--- src/rtl/serial_add_ctrl.sv ---
// Bit-serial adder with an IDLE/RUN/DONE controller. One sum bit is produced per RUN cycle, LSB first.
// Optional signed-overflow flag is enabled by defining SERIAL_ADD_OVF_EN; otherwise ovf is tied low.
module serial_add_ctrl #(
  parameter int WIDTH = 8
) (
  input  logic             i_clk,
  input  logic             reset,
  input  logic             start,
  input  logic [WIDTH-1:0] a_in,
  input  logic [WIDTH-1:0] b_in,
  output logic             busy,
  output logic             done,
  output logic [WIDTH-1:0] sum,
  output logic             cout,
  output logic             ovf
);

  localparam int CW = (WIDTH > 1) ? $clog2(WIDTH) : 1;

  typedef enum logic [1:0] {IDLE, RUN, DONE} state_t;
  typedef enum logic {NO_CARRY, CARRY} carry_t;

  state_t           state;
  carry_t           carry;
  carry_t           carry_nxt;
  logic [CW-1:0]    cnt;
  logic [WIDTH-1:0] a_sh;
  logic [WIDTH-1:0] b_sh;
  logic             a0;
  logic             b0;
  logic             s_bit;
  logic             last;

  always_comb begin
    a0        = a_sh[0];
    b0        = b_sh[0];
    s_bit     = a0 ^ b0 ^ (carry == CARRY);
    last      = (cnt == CW'(WIDTH - 1));
    carry_nxt = carry;
    // Carry is a two-state Mealy machine: set on generate (1,1), cleared on kill (0,0).
    case (carry)
      NO_CARRY: if (a0 && b0)   carry_nxt = CARRY;
      CARRY:    if (!a0 && !b0) carry_nxt = NO_CARRY;
      default:  carry_nxt = NO_CARRY;
    endcase
  end

  always_ff @(posedge i_clk) begin
    if (reset) begin
      state <= IDLE;
      busy  <= 1'b0;
      done  <= 1'b0;
      sum   <= '0;
      cout  <= 1'b0;
      carry <= NO_CARRY;
      cnt   <= '0;
      a_sh  <= '0;
      b_sh  <= '0;
    end else begin
      case (state)
        IDLE: begin
          done <= 1'b0;
          if (start) begin
            a_sh  <= a_in;
            b_sh  <= b_in;
            carry <= NO_CARRY;
            cnt   <= '0;
            sum   <= '0;
            cout  <= 1'b0;
            busy  <= 1'b1;
            state <= RUN;
          end
        end
        RUN: begin
          sum[cnt] <= s_bit;
          carry    <= carry_nxt;
          a_sh     <= a_sh >> 1;
          b_sh     <= b_sh >> 1;
          cnt      <= cnt + 1'b1;
          if (last) begin
            cout  <= (carry_nxt == CARRY);
            busy  <= 1'b0;
            done  <= 1'b1;
            state <= DONE;
          end
        end
        DONE: begin
          done  <= 1'b0;
          state <= IDLE;
        end
        default: begin
          busy  <= 1'b0;
          done  <= 1'b0;
          state <= IDLE;
        end
      endcase
    end
  end

`ifdef SERIAL_ADD_OVF_EN
  // On the final RUN cycle the shifters hold the operand MSBs, so no extra sign registers are needed.
  always_ff @(posedge i_clk) begin
    if (reset)
      ovf <= 1'b0;
    else if (state == IDLE && start)
      ovf <= 1'b0;
    else if (state == RUN && last)
      ovf <= (a0 == b0) && (s_bit != a0);
  end
`else
  assign ovf = 1'b0;
`endif

endmodule
--- config.mk ---
export PLATFORM = sky130hd
export DESIGN_NAME = serial_add_ctrl
export DESIGN_NICKNAME = d
export VERILOG_FILES = /design/src/rtl/serial_add_ctrl.sv
export SDC_FILE = /design/constraint.sdc
export NUM_CORES = 1
export LEC_CHECK = 0
export ABC_AREA = 1
export CAP_MARGIN = 20
export CORE_MARGIN = 2
export CORE_UTILIZATION = 53
export CTS_BUF_LIST = sky130_fd_sc_hd__clkbuf_4
export DETAILED_ROUTE_END_ITERATION = 12
export PLACE_DENSITY = 0.93
export RECOVER_POWER = 100
export SYNTH_ARGS = -nofsm -noshare
export SYNTH_HDL_FRONTEND = slang
export SYNTH_SLANG_ARGS = --single-unit
--- constraint.sdc ---
create_clock -name i_clk -period 1.47 [get_ports i_clk]
set_input_delay 0.147 -clock i_clk [delete_from_list [all_inputs] [get_ports i_clk]]
set_output_delay 0.147 -clock i_clk [all_outputs]
set_load 0.005 [all_outputs]
==> impl_metrics.py, run 1 <==
metrics = {
    "outcome": {
        "outcome": "completed",
    },
    "critical_path": {
        "worstReg2RegStart": "cnt[1]$_SDFFE_PP0P_",
        "critical_path.slowest_cell": "dlygate4sd3_1",
        "startpoint_class": "register",
        "critical_path_data_arrival_time_ns": 1.24,
        "reg2reg_setup_slack_ns": 0.13,
        "r2r.worst_path.cells": 7,
        "reg2reg_to": "cout$_SDFFE_PP0P_",
        "ordered_cell_list_for_the_critical_path": "dlygate4sd3_1",
        "timing.critical_path.max_delay_family": "buffers and inverters",
        "cp_num_buf_inv": 1,
        "crit_fanout": 2,
        "criticalPathCategory": "reg2out",
        "critical_path_required_ns": 1.32,
        "timing.critical_path.to_type": "primary output",
        "critPathMaxStageDelay_ns": 0.56,
    },
    "power": {
        "combPwrFrac": 0.181,
        "ir_drop_mv": 0.6470,
        "total_switching_power_mw": 0.5264,
        "cell_internal_pwr_mw": 1.271,
        "power_density_nw_per_um2": 914.5,
        "switching_share": 0.2928,
        "power_leakage_nw": 0.9081,
        "share_of_total_power_in_sequential_cells": 0.543,
        "pwr-share-clk": 0.276,
    },
    "sta": {
        "maxClockFrequency_mhz": 719.6,
        "hold_violations": 0,
        "final.setup.tns_ns": 0,
        "hold_ws_ns": 0.3423,
        "setup_violations": 0,
        "worst_clock_skew_ns": 0.01539,
        "setup_slack_ns": 0.08029,
        "period_minus_slack_ns": 1.390,
        "worstMarginPinSlew_ns": 0.6109,
        "min_period_over_period": 0.9454,
        "worst_slew_margin_rel": 0.5923,
        "timing_max_transition_violations_final": 0,
        "unrepaired_setup_endpoints_after_global_routing": "no",
    },
    "place": {
        "post-place-ws_ns": 0.01995,
        "gp_congestion": 0.7614,
        "port_buffers": 29,
        "hpwl_mm": 2.232,
    },
    "drt": {
        "post_drt_wl_per_cell_um": 10.46,
        "drtAntennaViolNets": 0,
        "firstDrtPassIters": 4,
        "routed-via-count": 1517,
        "drcViolationCount": 0,
        "drt_iter0_markers": 62,
        "wirelength_mm": 3.190,
        "avgViaCountPerCell": 4.974,
    },
    "floorplanning": {
        "initial_utilization": 0.5646,
        "fp-row-count": 19,
        "fp.dieW_um": 58.43,
        "num_io_pins": 31,
        "fp.coreArea_um2": 2781,
        "fp.dieH_um": 58.43,
        "die-area_um2": 3414,
    },
    "min_path": {
        "min_to": "b_sh[7]$_SDFFE_PP0P_",
        "worstHoldPathCells": 3,
        "holdCritStartpoint": "b_in[7]",
        "hold_path_class": "in2reg",
    },
    "yosys": {
        "ys.warnings.count": 0,
        "yosys_register_bits": 33,
        "largest_family_of_logic_cells_by_synthesized_area": "simple AND/OR/NAND/NOR gates",
        "synth_nets": 263,
        "post-synth-top-area-fraction": 0.4207,
        "synth_adder_area_share": 0.03187,
        "ys_top_cells_by_count": "nand2_1, nor2_1, dfxtp_1",
        "synth_area_leader_cell": "dfxtp_1",
        "post-synth-top-count-cell": "nand2_1",
        "syn-cell-area_um2": 1570,
        "postSynthAreaPerCell_um2": 6.543,
        "post_synth_inst_count": 240,
        "synth_area_in_compound_gates": 0.1012,
        "synth_area_leaders": "dfxtp_1, nand2_1, nor2_1",
        "synth_mux_area_frac": 0,
        "synth.distinct_cells": 22,
        "synthArstFlopShare": 0,
        "synth_edf_count": 0,
        "post_synth_xor_area_fraction": 0,
        "synth_simple_gate_area_share": 0.3657,
        "yosysSeqAreaShare": 0.4207,
        "postSynth.topFlopCell": "dfxtp_1",
    },
    "global_routing": {
        "global_route.overflow_total": 0,
        "grt_start_max_net_pins": 25,
        "gr-usage-all-layers": 0.2195,
        "grt_pass1_vias": 1394,
        "grt_antenna_before_repair": 0,
        "grt_first_pass_wirelength_mm": 5.713,
    },
    "clock_network": {
        "tritoncts": "yes",
        "cts_setup_buffers": 0,
        "cts.htree.levels": 2,
        "clockRootBuffer": "clkbuf_4",
        "cts_inserted_buffers": 5,
        "cts_hold_buf": 0,
        "insertion_delay_ns": 0.35,
        "clk_transition_reported_paths_ns": 0.11,
        "cts_num_sinks": 33,
        "cts_buffer_depth": 2,
    },
    "finish": {
        "nNetsFinal": 296,
        "area_delta_synth_final_pct": 25.18,
        "ff_latch_area_um2": 660.6,
        "num_antenna_cells": 0,
        "post_route_cells_drive_above_1_share": 0.07664,
        "area_used_by_multi_input_combinational_logic_um2": 789.5,
        "fillCellCount": 230,
    },
    "flow_run": {
        "maxCapViolCount": 0,
    },
}
## flip-flops by register name, indices dropped and copies added, names as in the netlist
| register | flops |
|---|---|
| b_sh | 8 |
| cnt | 3 |
| done | 1 |
| sum | 8 |
| a_sh | 8 |
| carry | 1 |
| state | 2 |
| busy | 1 |
| cout | 1 |
## worst max-delay path by stage
| stage | startpoint | endpoint | slack [ns] | cells past startpoint |
|---|---|---|---|---|
| final | sum[3]$_SDFFE_PP0P_ | sum[3] | 0.08 | 1 |
| after global routing | cnt[1]$_SDFFE_PP0P_ | cout$_SDFFE_PP0P_ | 0.009 | 7 |
| after CTS | a_sh[0]$_SDFFE_PP0P_ | sum[4]$_SDFFE_PP0P_ | 0.06 | 8 |
| after global placement | reset | b_sh[1]$_SDFFE_PP0P_ | 0.09 | 4 |
| after detailed placement | reset | a_sh[3]$_SDFFE_PP0P_ | 0.02 | 4 |
| after floorplan | cnt[0]$_SDFFE_PP0P_ | cout$_SDFFE_PP0P_ | 0.26 | 7 |
## area by class of cell
cell class / count / share of cell area
Multi-Input combinational cell: 181 / 0.4017
Sequential cell: 33 / 0.3361
Timing Repair Buffer: 35 / 0.1820
Inverter: 17 / 0.03246
Tap cell: 31 / 0.01973
Clock buffer: 5 / 0.01910
Clock inverter: 3 / 0.008911
## stage by stage
step           instances  power [mW]    util  instance area (µm²)
5_1_grt              305       1.889  0.7067                 1966
3_5_place_dp         297       1.321  0.6869                 1911
2_1_floorplan        240       1.196       -                 1570
6_report             305       1.798  0.7067                 1966
3_3_place_gp         297       1.311  0.6869                 1911
4_1_cts              305       1.806  0.7067                 1966
## what timing repair did
action | in CTS | in global routing
endpoints found under the hold margin | 0 | 0
resized for setup | 0 | 1
endpoints found under the setup margin | 0 | 2
## power by group through the flow
stage / Clock (mW) / Combinational, mW / Sequential (mW)
after floorplan: 0 / 0.205 / 0.991
after global placement: 0 / 0.318 / 0.993
after detailed placement: 0 / 0.325 / 0.996
after CTS: 0.502 / 0.328 / 0.976
after global routing: 0.534 / 0.372 / 0.983
final: 0.496 / 0.326 / 0.976
## layout by cell type, fill, tap and decap left out, types with 2 or more instances in the layout
master / Yosys / routed
ha_1: 4 / 4
a21oi_1: 10 / 10
clkinv_2: 0 / 2
clkbuf_4: 0 / 5
nand2_1: 82 / 81
clkdlybuf4s50_1: 0 / 21
o21ai_0: 16 / 16
dlygate4sd3_1: 0 / 8
nand3_1: 4 / 4
dfxtp_1: 33 / 33
buf_4: 4 / 3
nor2_1: 55 / 55
inv_1: 14 / 15
inv_2: 3 / 2
buf_12: 0 / 2
a22oi_1: 2 / 2
## kinds of logic (layout without fill, tap and decap cells)
family / after synthesis / count (layout)
compound gates: 30 / 30
simple gates: 146 / 146
buf+inv: 26 / 60
fa+ha+maj: 4 / 4
flops: 33 / 33
other cells: 1 / 1
## per-layer routing
layer  track usage  vias to the layer above  part of all wire
met2        0.3644                       42              0.47
li1              -                      803                 -
met3       0.04835                        7             0.053
met5             0                        -                 0
met1        0.2632                      665              0.46
met4        0.1196                        0             0.021
## worst reg2reg max path, stage by stage (launching register included)
cell     delay [ns]
dfxtp_1        0.37
ha_1           0.21
ha_1           0.23
nor2_1         0.14
nand2_1        0.08
nand2_1        0.07
nand2_1        0.04
a21oi_1        0.11
No activity file was read; power rests on OpenSTA's default activity.
==> inputs of run 2 (changes only) <==
--- a/config.mk
+++ b/config.mk
@@ -7,7 +7,6 @@
 export LEC_CHECK = 0
 export ABC_AREA = 1
 export CAP_MARGIN = 20
-export CORE_MARGIN = 2
 export CORE_UTILIZATION = 53
 export CTS_BUF_LIST = sky130_fd_sc_hd__clkbuf_4
 export DETAILED_ROUTE_END_ITERATION = 12
==> run 2 against run 1 <==
  * Combinational power hardly changed
  * Worst setup slack worse by 0.00099 ns
  * Register-to-register slack hardly changed
  * Design area is 0.38% lower
  * Routed wire length is 2.1% higher
  * Critical path type unchanged
  * Critical endpoint unchanged
==> impl_metrics.py, run 2 (same netlist as run 1, synthesis figures left out) <==
metrics = {
    "outcome": {
        "outcome": "completed",
    },
    "critical_path": {
        "crit_fanout": 2,
        "timing.critical_path.max_delay_family": "buffers and inverters",
        "critical_path_data_arrival_time_ns": 1.24,
        "ordered_cell_list_for_the_critical_path": "dlygate4sd3_1",
        "timing.critical_path.to_type": "primary output",
        "startpoint_class": "register",
        "critPathMaxStageDelay_ns": 0.56,
        "critical_path_required_ns": 1.32,
        "cp_num_buf_inv": 1,
        "critical_path.slowest_cell": "dlygate4sd3_1",
        "criticalPathCategory": "reg2out",
    },
    "sta": {
        "worstMarginPinSlew_ns": 0.5995,
        "min_period_over_period": 0.9461,
        "hold_violations": 0,
        "worst_slew_margin_rel": 0.5999,
        "maxClockFrequency_mhz": 719.1,
        "final.setup.tns_ns": 0,
        "period_minus_slack_ns": 1.391,
        "worst_clock_skew_ns": 0.009040,
        "timing_max_transition_violations_final": 0,
        "setup_violations": 0,
        "unrepaired_setup_endpoints_after_global_routing": "no",
    },
    "power": {
        "ir_drop_mv": 0.8571,
        "power_density_nw_per_um2": 905.3,
        "power_leakage_nw": 0.9062,
    },
    "global_routing": {
        "gr-usage-met3": 0.06452,
        "grt_pass1_vias": 1432,
        "use_met1": 0.2692,
        "global_route.overflow_total": 0,
        "grtUsageMet2": 0.3731,
        "grt_start_max_net_pins": 25,
        "grt_first_pass_wirelength_mm": 5.685,
        "grt_antenna_before_repair": 0,
        "gr-usage-all-layers": 0.2288,
        "top_usage_layer": "met2",
    },
    "flow_run": {
        "maxCapViolCount": 0,
    },
    "place": {
        "post-place-cells": 297,
        "hpwl_mm": 2.338,
        "placed_standard_cell_area_um2": 1911,
        "gp_congestion": 0.7922,
        "port_buffers": 29,
    },
    "finish": {
        "fin_area_um2": 1958,
        "layout_top_registers": "a_sh x8, b_sh x8, sum x8",
        "layout_common_cells": "nand2_1, nor2_1, dfxtp_1",
        "area_delta_synth_final_pct": 24.70,
        "layoutNonFillerInstCount": 305,
        "leading_cell_type_in_the_layout_fill_and_taps_excluded": "nand2_1",
        "post_route_cells_drive_above_1_share": 0.07299,
        "num_antenna_cells": 0,
        "finalCoreUtilization": 0.7040,
        "nNetsFinal": 296,
    },
    "clock_network": {
        "insertion_delay_ns": 0.34,
        "cts_setup_buffers": 0,
        "cts_buffer_depth": 2,
        "cts_num_sinks": 33,
        "clk_transition_reported_paths_ns": 0.10,
        "cts.htree.levels": 2,
        "cts_hold_buf": 0,
        "clockRootBuffer": "clkbuf_4",
        "tritoncts": "yes",
        "cts_inserted_buffers": 5,
    },
    "drt": {
        "post_drt_wl_per_cell_um": 10.68,
        "firstDrtPassIters": 4,
        "drtAntennaViolNets": 0,
        "drcViolationCount": 0,
        "routed-via-count": 1555,
        "wirelength_mm": 3.257,
        "avgViaCountPerCell": 5.098,
        "drt_iter0_markers": 60,
    },
    "floorplanning": {
        "fp.coreArea_um2": 2781,
        "num_io_pins": 31,
        "fp.dieW_um": 56.43,
        "fp.dieH_um": 56.43,
        "fp-row-count": 19,
        "initial_utilization": 0.5646,
        "die-area_um2": 3184,
    },
    "min_path": {
        "hold_path_class": "in2reg",
    },
}
==> run 2: path summary, 6_finish.rpt <==
kind	startpoint	to	slack (ns)	cells after the start
min reg2reg	a_sh[7]$_SDFFE_PP0P_	a_sh[7]$_SDFFE_PP0P_	0.48	2
min	b_in[7]	b_sh[7]$_SDFFE_PP0P_	0.36	3
max reg2reg	cnt[1]$_SDFFE_PP0P_	cout$_SDFFE_PP0P_	0.12	7
max	sum[3]$_SDFFE_PP0P_	sum[3]	0.08	1
==> run 2: cell type report <==
class	instances	area, µm²
well taps	31	38.79
inverters	17	63.81
repair buffers	35	355.3
clock buffers	5	37.54
fillers	231	823.3
multi-input cells	181	789.5
clock inverters	3	12.51
flip-flops and latches	33	660.6
==> run 2: routing by layer <==
| layer | vias up | part of all wire |
|---|---|---|
| li1 | 804 | - |
| met1 | 710 | 0.45 |
| met2 | 36 | 0.49 |
| met3 | 5 | 0.041 |
| met4 | 0 | 0.016 |
| met5 | - | 0 |
==> run 2: metrics by stage <==
step,hold slack [ns],setup WS (ns),power [mW]
2_1_floorplan,0.2900,0.2571,1.196
3_3_place_gp,0.4507,0.06800,1.311
3_5_place_dp,0.4599,0.05179,1.324
4_1_cts,0.3516,0.1082,1.779
5_1_grt,0.3624,0.02182,1.878
6_report,0.3576,0.07931,1.773
==> run 2: what timing repair did <==
action,CTS,global route
resized for setup,0,1
setup endpoints to repair,0,1
hold endpoints to repair,0,0
==> run 2: where the power goes <==
group / switching (mW) / internal (mW) / total, mW
registers: 0.0305 / 0.945 / 0.976
clock network: 0.297 / 0.173 / 0.470
logic: 0.182 / 0.145 / 0.327
total: 0.510 / 1.26 / 1.77
